### config.mk
export PLATFORM = sky130hd
export DESIGN_NAME = wb_arbiter
export DESIGN_NICKNAME = d
export VERILOG_FILES = /design/src/rtl/wb_arbiter.sv
export SDC_FILE = /design/constraint.sdc
export NUM_CORES = 1
export LEC_CHECK = 0
export BUFFER_PORTS_ARGS = -buffer_cell sky130_fd_sc_hd__buf_2
export CAP_MARGIN = 20
export CELL_PAD_IN_SITES_DETAIL_PLACEMENT = 0
export CELL_PAD_IN_SITES_GLOBAL_PLACEMENT = 1
export CORE_AREA = 2 2 124 126
export DETAILED_ROUTE_END_ITERATION = 12
export DIE_AREA = 0 0 126 128
export PLACE_DENSITY = 0.7
export SETUP_SLACK_MARGIN = 0.1
export SYNTH_ARGS = -nofsm -noshare
export SYNTH_HDL_FRONTEND = slang
export SYNTH_SLANG_ARGS = --single-unit
### constraint.sdc
create_clock -name clk -period 2.4 [get_ports clk]
set_clock_uncertainty 0.2 [all_clocks]
set_input_delay 0.48 -clock clk [delete_from_list [all_inputs] [get_ports clk]]
set_output_delay 0.48 -clock clk [all_outputs]
set_load 0.01 [all_outputs]
### src/rtl/wb_arbiter.sv
// Two-master, one-slave Wishbone arbiter with round-robin grant and a watchdog
// that forces an error on strobes the slave leaves unterminated for too long.
module wb_arbiter #(
  parameter int unsigned TIMEOUT = 255,
  parameter int unsigned TO_W    = 8
) (
  input  logic        clk,
  input  logic        rst,
  input  logic        m0_cyc_i,
  input  logic        m0_stb_i,
  input  logic        m0_we_i,
  input  logic [31:0] m0_adr_i,
  input  logic [3:0]  m0_sel_i,
  input  logic [31:0] m0_dat_i,
  output logic [31:0] m0_dat_o,
  output logic        m0_ack_o,
  output logic        m0_err_o,
  output logic        m0_rty_o,
  output logic        m0_gnt_o,
  input  logic        m1_cyc_i,
  input  logic        m1_stb_i,
  input  logic        m1_we_i,
  input  logic [31:0] m1_adr_i,
  input  logic [3:0]  m1_sel_i,
  input  logic [31:0] m1_dat_i,
  output logic [31:0] m1_dat_o,
  output logic        m1_ack_o,
  output logic        m1_err_o,
  output logic        m1_rty_o,
  output logic        m1_gnt_o,
  output logic        s_cyc_o,
  output logic        s_stb_o,
  output logic        s_we_o,
  output logic [31:0] s_adr_o,
  output logic [3:0]  s_sel_o,
  output logic [31:0] s_dat_o,
  input  logic [31:0] s_dat_i,
  input  logic        s_ack_i,
  input  logic        s_err_i,
  input  logic        s_rty_i
);

  typedef enum logic [1:0] {IDLE, OWN0, OWN1} state_t;

  state_t            r_state;
  logic              r_last;
  logic              r_gnt0;
  logic              r_gnt1;
  logic [TO_W-1:0]   r_cnt;

  logic w_own0;
  logic w_own1;
  logic w_cyc;
  logic w_stb;
  logic w_term;
  logic w_to_hit;

  assign w_own0   = (r_state == OWN0);
  assign w_own1   = (r_state == OWN1);
  assign w_cyc    = (w_own0 & m0_cyc_i) | (w_own1 & m1_cyc_i);
  assign w_stb    = w_cyc & ((w_own0 & m0_stb_i) | (w_own1 & m1_stb_i));
  assign w_term   = s_ack_i | s_err_i | s_rty_i;
  assign w_to_hit = w_stb & (r_cnt == TO_W'(TIMEOUT));

  // Ownership FSM; grants are registered alongside the state.
  always_ff @(posedge clk) begin
    if (rst) begin
      r_state <= IDLE;
      r_last  <= 1'b1;
      r_gnt0  <= 1'b0;
      r_gnt1  <= 1'b0;
      r_cnt   <= '0;
    end else begin
      case (r_state)
        IDLE: begin
          r_cnt <= '0;
          if (m0_cyc_i && (!m1_cyc_i || r_last)) begin
            r_state <= OWN0;
            r_gnt0  <= 1'b1;
          end else if (m1_cyc_i) begin
            r_state <= OWN1;
            r_gnt1  <= 1'b1;
          end
        end
        OWN0, OWN1: begin
          if (!w_cyc) begin
            r_state <= IDLE;
            r_last  <= w_own1;
            r_gnt0  <= 1'b0;
            r_gnt1  <= 1'b0;
            r_cnt   <= '0;
          end else if (!w_stb || w_term || w_to_hit) begin
            r_cnt <= '0;
          end else begin
            r_cnt <= r_cnt + TO_W'(1);
          end
        end
        default: begin
          r_state <= IDLE;
          r_gnt0  <= 1'b0;
          r_gnt1  <= 1'b0;
          r_cnt   <= '0;
        end
      endcase
    end
  end

  // Slave-side mux and termination routing to the current owner only.
  always_comb begin
    s_cyc_o  = w_cyc;
    s_stb_o  = w_stb & ~w_to_hit;
    s_we_o   = w_cyc & (w_own1 ? m1_we_i : m0_we_i);
    s_adr_o  = w_own1 ? m1_adr_i : m0_adr_i;
    s_sel_o  = w_own1 ? m1_sel_i : m0_sel_i;
    s_dat_o  = w_own1 ? m1_dat_i : m0_dat_i;
    m0_ack_o = w_own0 & w_cyc & s_ack_i;
    m0_rty_o = w_own0 & w_cyc & s_rty_i;
    m0_err_o = w_own0 & w_cyc & (s_err_i | (w_to_hit & ~s_ack_i));
    m1_ack_o = w_own1 & w_cyc & s_ack_i;
    m1_rty_o = w_own1 & w_cyc & s_rty_i;
    m1_err_o = w_own1 & w_cyc & (s_err_i | (w_to_hit & ~s_ack_i));
  end

  assign m0_dat_o = s_dat_i;
  assign m1_dat_o = s_dat_i;
  assign m0_gnt_o = r_gnt0;
  assign m1_gnt_o = r_gnt1;

endmodule

==> summary.txt, run 1 <==
Final layout
  – Fin nets: 591
  – Layout fillers: 1610
  – Area grow syn2layout: 81.49%
  – FF/Latch Area: 266.5 µm²
  – Area of the multi-input gates: 1394 µm²
  – N_diodes: 0
  – Most common cell after layout, fill and taps aside: buf_2
  – Final core occ: 25.08%
  – Most frequent cells in the layout: buf_2 (199), mux2_2 (37), mux2_4 (31)
  – Fin area: 3729 µm²
  – Share of cells above drive strength 1: 85.01%

Worst setup path
  – Startpoint class of the critical path: flip-flop
  – CP arrival: 1640 ps
  – Data required, critical path: 1720 ps
  – Crit-path max FO: 5
  – Crit path capture type: output port
  – Worst setup path class: reg -> out

Yosys
  – Simple-gate share of the synthesized area: 9.866%
  – Mapped Area: 2054 µm²
  – Synth area leaders: mux2_2 (37%), buf_4 (25%), dfxtp_1 (13%), ha_1 (2.4%), nor3_1 (1.9%)
  – Cells after synthesis: 225
  – Largest family of logic cells by synthesized area: multiplexers
  – Post-synthesis xor/xnor area fraction: 2.558%
  – #FFs+latches synth: 13
  – Post-synthesis adder-cell area fraction: 2.436%
  – Post-synth top area share: 37.27%
  – Synth Area in Compound Gates: 7.125%
  – Synth warn: 0
  – Distinct cell type count after synthesis: 36
  – Fraction of synthesized area in multiplexers: 37.76%
  – Dominant cell type by area after synthesis: mux2_2
  – Synth async-reset ratio: 0%
  – Most used DFF post-synth: dfxtp_1
  – Seq/Total Area, Yosys: 12.67%
  – Mean Syn Cell Area: 9.131 µm²
  – Syn Nets: 408
  – Number of synthesized flops with an enable pin: 0

Clock network
  – TritonCTS clock tree: done
  – H-Tree Depth: 1
  – Clock transition at path regs: 50 ps
  – Clock root cell: clkbuf_16
  – Num CTS Buffers: 3
  – Max clock buf depth: 2
  – CTS Hold Bufs: 0
  – Clk_lat worst skew: 240 ps
  – Total clock sinks: 13

GRT
  – Pin count of the biggest net entering global routing: 17
  – Overflow after GRT: 0
  – Initial antenna violation count: 0
  – Gr usage total: 10.76%
  – First-pass GRT wire length: 13220 µm
  – Vias in the first global route: 2201

Detailed routing
  – WL/cell: 16.83 µm
  – DRC Markers: 0
  – DRT Wirelength: 10020 µm
  – Detail Route Antenna Nets: 0
  – DR iter-0 viols: 44
  – Drt first pass iters: 4
  – Via-to-Cell Ratio: 3.894
  – Total number of vias: 2317

Timing
  – Final Hold Fails: 0
  – Minimum clock period after layout: 2320 ps
  – Slew @ Worst Pin: 316.8 ps
  – RSZ-0062 raised after global routing: yes
  – Max frequency: 431.1 MHz
  – Final setup vio count: 0
  – Final total negative setup slack: 0 ps
  – Period utilization: 96.65%
  – Slew headroom: 78.65%
  – Final Max Slew Viols: 0

Status
  – Status: completed

Floorplan
  – Die area: 16130 µm²
  – DIE WIDTH: 126 µm
  – Core Area: 14860 µm²
  – Row count: 45
  – Initial Util: 13.82%
  – Io pins: 322
  – Die Y: 128 µm

Place
  – Buffers added on ports: 225
  – Post-DP HPWL: 7775 µm
  – Final Wtd Congestion: 0.8019
  – Dpl cell area: 2947 µm²

Pwr
  – Worst ir drop on vdd: 294.3 µV
  – Leak: 1.860 nW
  – PwrDens: 453.7 nW/µm²

Worst hold path
  – Hold Crit Class: reg -> reg

Job
  – Max_cap viols: 0
power by group:
part	switching [mW]	total, mW	internal (mW)
Sequential	0.0109	0.242	0.231
Clock	0.0954	0.317	0.222
Combinational	0.464	1.13	0.668
Total	0.570	1.69	1.12
per-stage QoR:
stage | total power [mW] | hold WS (ps) | instances | setup slack, ps
2_1_floorplan | 0.7828 | 223.2 | 225 | 319.4
5_1_grt | 1.779 | 278.5 | 595 | 7.941
3_3_place_gp | 1.034 | 231.0 | 570 | 188.8
3_5_place_dp | 1.030 | 244.3 | 570 | 216.5
6_report | 1.692 | 258.5 | 595 | 80.47
4_1_cts | 1.545 | 256.0 | 590 | 54.30
layout make-up:
type                            instances  area share [%]
Timing Repair Buffer                  251           46.34
Multi-Input combinational cell        133           37.38
Sequential cell                        13           7.148
Tap cell                              188           6.309
Clock buffer                            3           2.013
Inverter                                6          0.6711
Clock inverter                          1          0.1342
synthesized netlist by cell type (all sizes together) (2+ instances only):
library cell and count:
buf 73, mux2 68, dfxtp 13, and3 8, nor3 8, nand2 7, nand3 7, inv 6
nor2 5, ha 4, xnor2 3, xor2 3, a21oi 2, a22oi 2, o21ai 2, o21bai 2
o31ai 2
flip-flops by register name, summed over array words and instances, names as in the netlist:
register / flops
m0_gnt_o: 1
m1_gnt_o: 1
r_cnt: 8
r_last: 1
r_state: 2
worst paths after layout:
check             startpoint           to  slack (ps)  depth (start not counted)
setup reg to reg  r_state[0]     m0_gnt_o         360                         10
hold reg to reg     r_cnt[0]     r_cnt[0]         260                          1
setup / recovery  r_state[0]  s_adr_o[20]          80                          7
hold / removal      r_cnt[0]     r_cnt[0]         260                          1
routing by layer:
| layer | global-route usage [%] | wire length, µm |
|---|---|---|
| met5 | 0 | 0 |
| met4 | 2.069 | 166 |
| met3 | 3.715 | 1014 |
| met2 | 17.36 | 4604 |
| met1 | 14.03 | 4230 |
cell families after synthesis:
| family | after synthesis |
|---|---|
| compound gates | 17 |
| xor+xnor | 6 |
| fa+ha+maj | 4 |
| buf+inv | 79 |
| flops | 13 |
| mux | 69 |
| simple gates | 37 |
critical path, cell delays in order (launching register included):
cell,delay (ps)
dfxtp_4,350
inv_4,40
ha_4,170
buf_12,130
buf_12,130
clkbuf_16,160
mux2_4,300
buf_6,120
timing repair:
item / in CTS / in global routing
cloned: 5 / 3
setup buffers: 11 / 2
gates resized for setup: 23 / 55
setup endpoints to repair: 74 / 74
pin swaps: 2 / 1
Note: power is estimated with default switching activity, not from simulation.
==> inputs of run 2 (changes only) <==
Settings changed: CELL_PAD_IN_SITES_DETAIL_PLACEMENT 0 to unset, CELL_PAD_IN_SITES_GLOBAL_PLACEMENT 1 to unset, PLACE_DENSITY 0.7 to 0.48.
==> run 2 against run 1 <==
Against the previous run:
- sequential share of layout area fell by 0.51 points
- first-iteration DRC count fell by 27%
- register-to-register slack got worse by 120 ps
- combinational power rose by 9.7%
- worst hold slack got worse by 40 ps
- flip-flop and latch count did not move
- largest cell class unchanged
- global-route usage fell by 0.82 points
- sequential power barely moved
- cell area rose by 7.6%
- via count rose by 2.9%
- utilization rose by 1.9 points
- count of clock-buffer cells in the layout rose by 1
==> summary.txt, run 2 (synthesis gave the netlist of run 1 again) <==
Status
  – Status: completed

GRT
  – Initial antenna violation count: 1
  – Gr usage total: 9.946%
  – Overflow after GRT: 0
  – First-pass GRT wire length: 12620 µm
  – Vias in the first global route: 2338
  – Pin count of the biggest net entering global routing: 25

Pwr
  – Worst ir drop on vdd: 393.7 µV
  – Sequential Power Share: 13.5%
  – Leak: 1.977 nW
  – NetSw: 0.5959 mW
  – Clock power share: 17.4%
  – Sw Ratio: 33.12%
  – Comb pwr share: 69.1%
  – Internal: 1.203 mW
  – PwrDens: 448.4 nW/µm²

Detailed routing
  – Via-to-Cell Ratio: 3.973
  – DR iter-0 viols: 32
  – Detail Route Antenna Nets: 0
  – DRC Markers: 0
  – Total number of vias: 2384
  – Drt first pass iters: 4
  – WL/cell: 17.05 µm
  – DRT Wirelength: 10230 µm

Final layout
  – N_diodes: 0
  – Layout fillers: 1599
  – Largest regs: r_cnt: 8 flops, r_state: 2 flops
  – Area grow syn2layout: 95.31%
  – Most frequent cells in the layout: buf_2 (176), buf_6 (52), mux2_4 (47)
  – Area of the multi-input gates: 1498 µm²
  – Largest register FFs: 8
  – Biggest register: r_cnt
  – Fin area: 4013 µm²
  – Share of cells above drive strength 1: 87.14%
  – FF/Latch Area: 266.5 µm²
  – Most common cell after layout, fill and taps aside: buf_2
  – Fin nets: 596

Worst setup path
  – Setup slack, reg-to-reg: 240 ps
  – Reg2reg end: m0_gnt_o
  – CP arrival: 1690 ps
  – Data required, critical path: 1720 ps
  – Crit-path max FO: 6
  – Worst setup path class: reg -> out
  – Crit path capture type: output port
  – Cells on worst reg2reg path: 10
  – Worst r2r src: r_state[0]
  – CP startpoint: r_state[0]
  – End point of the critical path: s_dat_o[16]
  – Startpoint class of the critical path: flip-flop

Timing
  – Final Hold Fails: 0
  – Final Max Slew Viols: 0
  – RSZ-0062 raised after global routing: yes
  – Period utilization: 98.64%
  – Minimum clock period after layout: 2367 ps
  – Slew headroom: 77.25%
  – Final setup vio count: 0
  – Fin worst setup slack: 32.72 ps
  – Max frequency: 422.4 MHz
  – Slew @ Worst Pin: 337.7 ps

Floorplan
  – Initial Util: 13.82%
  – Io pins: 322
  – DIE WIDTH: 126 µm
  – Die Y: 128 µm
  – Die area: 16130 µm²
  – Row count: 45
  – Core Area: 14860 µm²

Clock network
  – H-Tree Depth: 1
  – Max clock buf depth: 2
  – Clk_lat worst skew: 240 ps
  – CTS Hold Bufs: 0
  – Total clock sinks: 13
  – TritonCTS clock tree: done
  – Clock transition at path regs: 50 ps
  – Clock root cell: clkbuf_16
  – Num CTS Buffers: 3

Job
  – Max_cap viols: 0

Worst hold path
  – Hold Crit Class: reg -> reg

Place
  – Pre-CTS setup slack: 67.90 ps
  – Dpl cell area: 2927 µm²
  – Final Wtd Congestion: 0.8204
  – Buffers added on ports: 225
  – Post-DP HPWL: 7287 µm
-- run 2: changes by cell type in the layout (fill, tap and decap cells not counted), moves of 2 or more --
| cell | change |
|---|---|
| buf_6 | +25 |
| buf_2 | -23 |
| mux2_2 | -16 |
| mux2_4 | +16 |
| and3_2 | -4 |
| and3_4 | +4 |
| buf_4 | +3 |
| buf_12 | -2 |
| clkbuf_16 | +2 |
| nand2_1 | -2 |
| nand2_2 | +2 |
| o31ai_1 | -2 |
| o31ai_2 | +2 |
-- run 2: worst min-delay path by stage --
stage                     startpoint  endpoint  depth (start not counted)
after floorplan             r_cnt[0]  r_cnt[0]                          1
after global placement      r_cnt[0]  r_cnt[0]                          1
after detailed placement    r_cnt[0]  r_cnt[0]                          1
after CTS                   r_cnt[0]  r_cnt[0]                          1
after global routing        r_cnt[0]  r_cnt[0]                          1
final                       r_cnt[0]  r_cnt[0]                          1
-- run 2: power by group through the flow --
| stage | clock, mW | sequential, mW | combinational (mW) |
|---|---|---|---|
| after floorplan | 0 | 0.243 | 0.540 |
| after global placement | 0 | 0.243 | 0.755 |
| after detailed placement | 0 | 0.243 | 0.758 |
| after CTS | 0.316 | 0.242 | 0.920 |
| after global routing | 0.334 | 0.243 | 1.31 |
| final | 0.312 | 0.243 | 1.24 |
-- run 2: per-layer routing --
metal  global-route usage [%]  vias to the layer above  share of wire [%]
met2                    16.67                      156                 48
met4                    1.099                        0               0.29
li1                         -                     1110                  -
met3                    3.172                        8                9.5
met1                    12.94                     1110                 42
met5                        0                        -                  0
-- run 2: cell type report --
cell class	instances	area share, %
inverter	6	0.6860
clock buffer	4	1.964
sequential	13	6.642
tap	188	5.862
timing repair buffer	255	47.33
timing repair inverter	1	0.1871
multi-input combinational	133	37.32
-- run 2: critical path: stages, from the launching register on --
cell       delay (ps)
dfxtp_4           360
inv_4              40
ha_4              160
buf_12            150
buf_12            140
clkbuf_16         170
mux2_4            300
buf_6             120
-- run 2: what timing repair did --
item	in CTS	in global routing
hold endpoints to repair	0	0
buffers inserted	13	4
pin swaps	4	6
setup endpoints to repair	75	66
gates cloned	4	6
resized for setup	32	106
-- run 2: per-stage QoR --
stage / total power [mW] / hold WS (ps) / setup TNS (ps) / util [%] / std cells
global placement: 0.9981 / 233.3 / 0 / 19.69 / 569
detailed placement: 1.001 / 253.0 / 0 / 19.69 / 569
floorplan: 0.7828 / 223.2 / 0 / - / 225
finish: 1.799 / 219.0 / 0 / 26.99 / 600
global route: 1.887 / 247.1 / -1.479 / 26.99 / 600
CTS: 1.478 / 223.1 / 0 / 22.38 / 590
==> inputs of run 3 (changes only) <==
Settings changed: CORE_AREA 2 2 124 126 to 2 2 125 127, DIE_AREA 0 0 126 128 to 0 0 127 129, RECOVER_POWER set to 25.
Clock period 2.4 ns to 2.8 ns, I/O delays scaled along.
==> run 3 against run 2 <==
Against the previous run:
- flip-flop and latch count unchanged
- largest power group unchanged
- combinational power decreased by 44%
- power decreased by 35%
==> summary.txt, run 3 (synthesis gave the netlist of run 1 again) <==
Place
  – Pre-CTS setup slack: 327.8 ps
  – Post-DP HPWL: 7152 µm
  – Dpl cell area: 2919 µm²
  – Final Wtd Congestion: 0.7878
  – Buffers added on ports: 225
  – Post-Place Cells: 568

Clock network
  – Clock transition at path regs: 40 ps
  – TritonCTS clock tree: done
  – Clock root cell: clkbuf_16
  – Total clock sinks: 13
  – H-Tree Depth: 1
  – Num CTS Buffers: 3
  – Clk_lat worst skew: 240 ps
  – CTS Hold Bufs: 0
  – Max clock buf depth: 2

Final layout
  – Share of cells above drive strength 1: 82.23%
  – Layout Cells excl Fill: 582
  – Largest register FFs: 8
  – Fin area: 3102 µm²
  – Largest regs: r_cnt: 8 flops, r_state: 2 flops
  – Fin nets: 578
  – Layout fillers: 1677
  – Biggest register: r_cnt
  – Area grow syn2layout: 50.97%
  – Most common cell after layout, fill and taps aside: buf_2
  – N_diodes: 0
  – Most frequent cells in the layout: buf_2 (225), mux2_2 (68), dfxtp_1 (13)

GRT
  – Gr usage total: 8.973%
  – Vias in the first global route: 2069
  – Pin count of the biggest net entering global routing: 36
  – Initial antenna violation count: 0
  – First-pass GRT wire length: 11470 µm
  – Overflow after GRT: 0

Timing
  – Max frequency: 384.5 MHz
  – Final setup vio count: 0
  – Final Max Slew Viols: 0
  – RSZ-0062 raised after global routing: no
  – Slew headroom: 66.15%
  – Final total negative setup slack: 0 ps
  – Period utilization: 92.88%
  – Minimum clock period after layout: 2601 ps
  – Fin worst setup slack: 199.3 ps
  – Final Hold Fails: 0
  – Slew @ Worst Pin: 503.0 ps

Worst setup path
  – Reg2reg end: m0_gnt_o
  – Crit-path max FO: 35
  – Startpoint class of the critical path: flip-flop
  – Setup slack, reg-to-reg: 960 ps
  – Data required, critical path: 2040 ps
  – Worst r2r src: r_state[0]
  – Worst setup path class: reg -> out
  – Cells on worst reg2reg path: 7
  – Crit path capture type: output port
  – CP arrival: 1840 ps

Worst hold path
  – Hold EP: r_cnt[0]
  – Worst hold path cell count: 1
  – Hold Crit Class: reg -> reg
  – Hold_sp: r_cnt[0]

Floorplan
  – Io pins: 322
  – DIE WIDTH: 127 µm
  – Die Y: 129 µm
  – Core Area: 14980 µm²
  – Die area: 16380 µm²
  – Initial Util: 13.72%
  – Row count: 45

Detailed routing
  – Total number of vias: 2196
  – Drt first pass iters: 4
  – Via-to-Cell Ratio: 3.773
  – DRT Wirelength: 8596 µm
  – WL/cell: 14.77 µm
  – DRC Markers: 0
  – Detail Route Antenna Nets: 0
  – DR iter-0 viols: 60

Pwr
  – Worst ir drop on vdd: 295.9 µV
  – Leak: 1.568 nW
  – PwrDens: 375.4 nW/µm²
  – Total Power Consumption: 1.164 mW

Job
  – Max_cap viols: 0

Status
  – Status: completed
[run 3: worst max-delay path by stage]
stage / startpoint / end / slack (ps) / depth (start not counted)
6_report: r_state[0] / s_dat_o[24] / 200 / 6
5_1_grt: r_state[0] / s_dat_o[26] / 120 / 6
2_1_floorplan: r_state[0] / m1_err_o / 640 / 6
3_3_place_gp: r_state[0] / s_dat_o[24] / 350 / 5
3_5_place_dp: r_state[0] / s_sel_o[2] / 330 / 5
4_1_cts: r_state[0] / s_sel_o[2] / 180 / 5
[run 3: layer usage]
layer	track usage (%)	wire (µm)
met1	11.57	3620
met2	14.93	4053
met3	2.578	782
met4	2.004	139
met5	0	0
[run 3: stage by stage]
| stage | utilization, % | hold slack, ps |
|---|---|---|
| final | 20.71 | 247.8 |
| after global routing | 20.71 | 264.4 |
| after CTS | 20.09 | 250.1 |
| after detailed placement | 19.49 | 243.7 |
| after global placement | 19.49 | 240.9 |
| after floorplan | - | 223.2 |
[run 3: worst max-delay path, cell delays in order, from the launching register on]
cell     delay (ps)
dfxtp_1         340
inv_1           120
ha_4            190
buf_12          140
buf_12          210
mux2_2          410
buf_2           160
[run 3: report_power, final]
group | switching [mW] | internal (mW) | total [mW]
clock network | 0.0760 | 0.192 | 0.268
registers | 0.00923 | 0.197 | 0.207
logic | 0.320 | 0.370 | 0.690
[run 3: cell type report]
class                      count  area [µm²]  share of cell area, %
clock buffer                   4       78.83                  2.541
tap                          188       235.2                  7.584
multi-input combinational    133        1252                  40.38
inverter                       6       22.52                 0.7261
sequential                    13       260.3                  8.391
timing repair buffer         238        1252                  40.38
[run 3: what timing repair did]
action	CTS	global route
resized for setup	0	2
pin swaps	1	0
buffers inserted	1	9
setup endpoints to repair	22	2
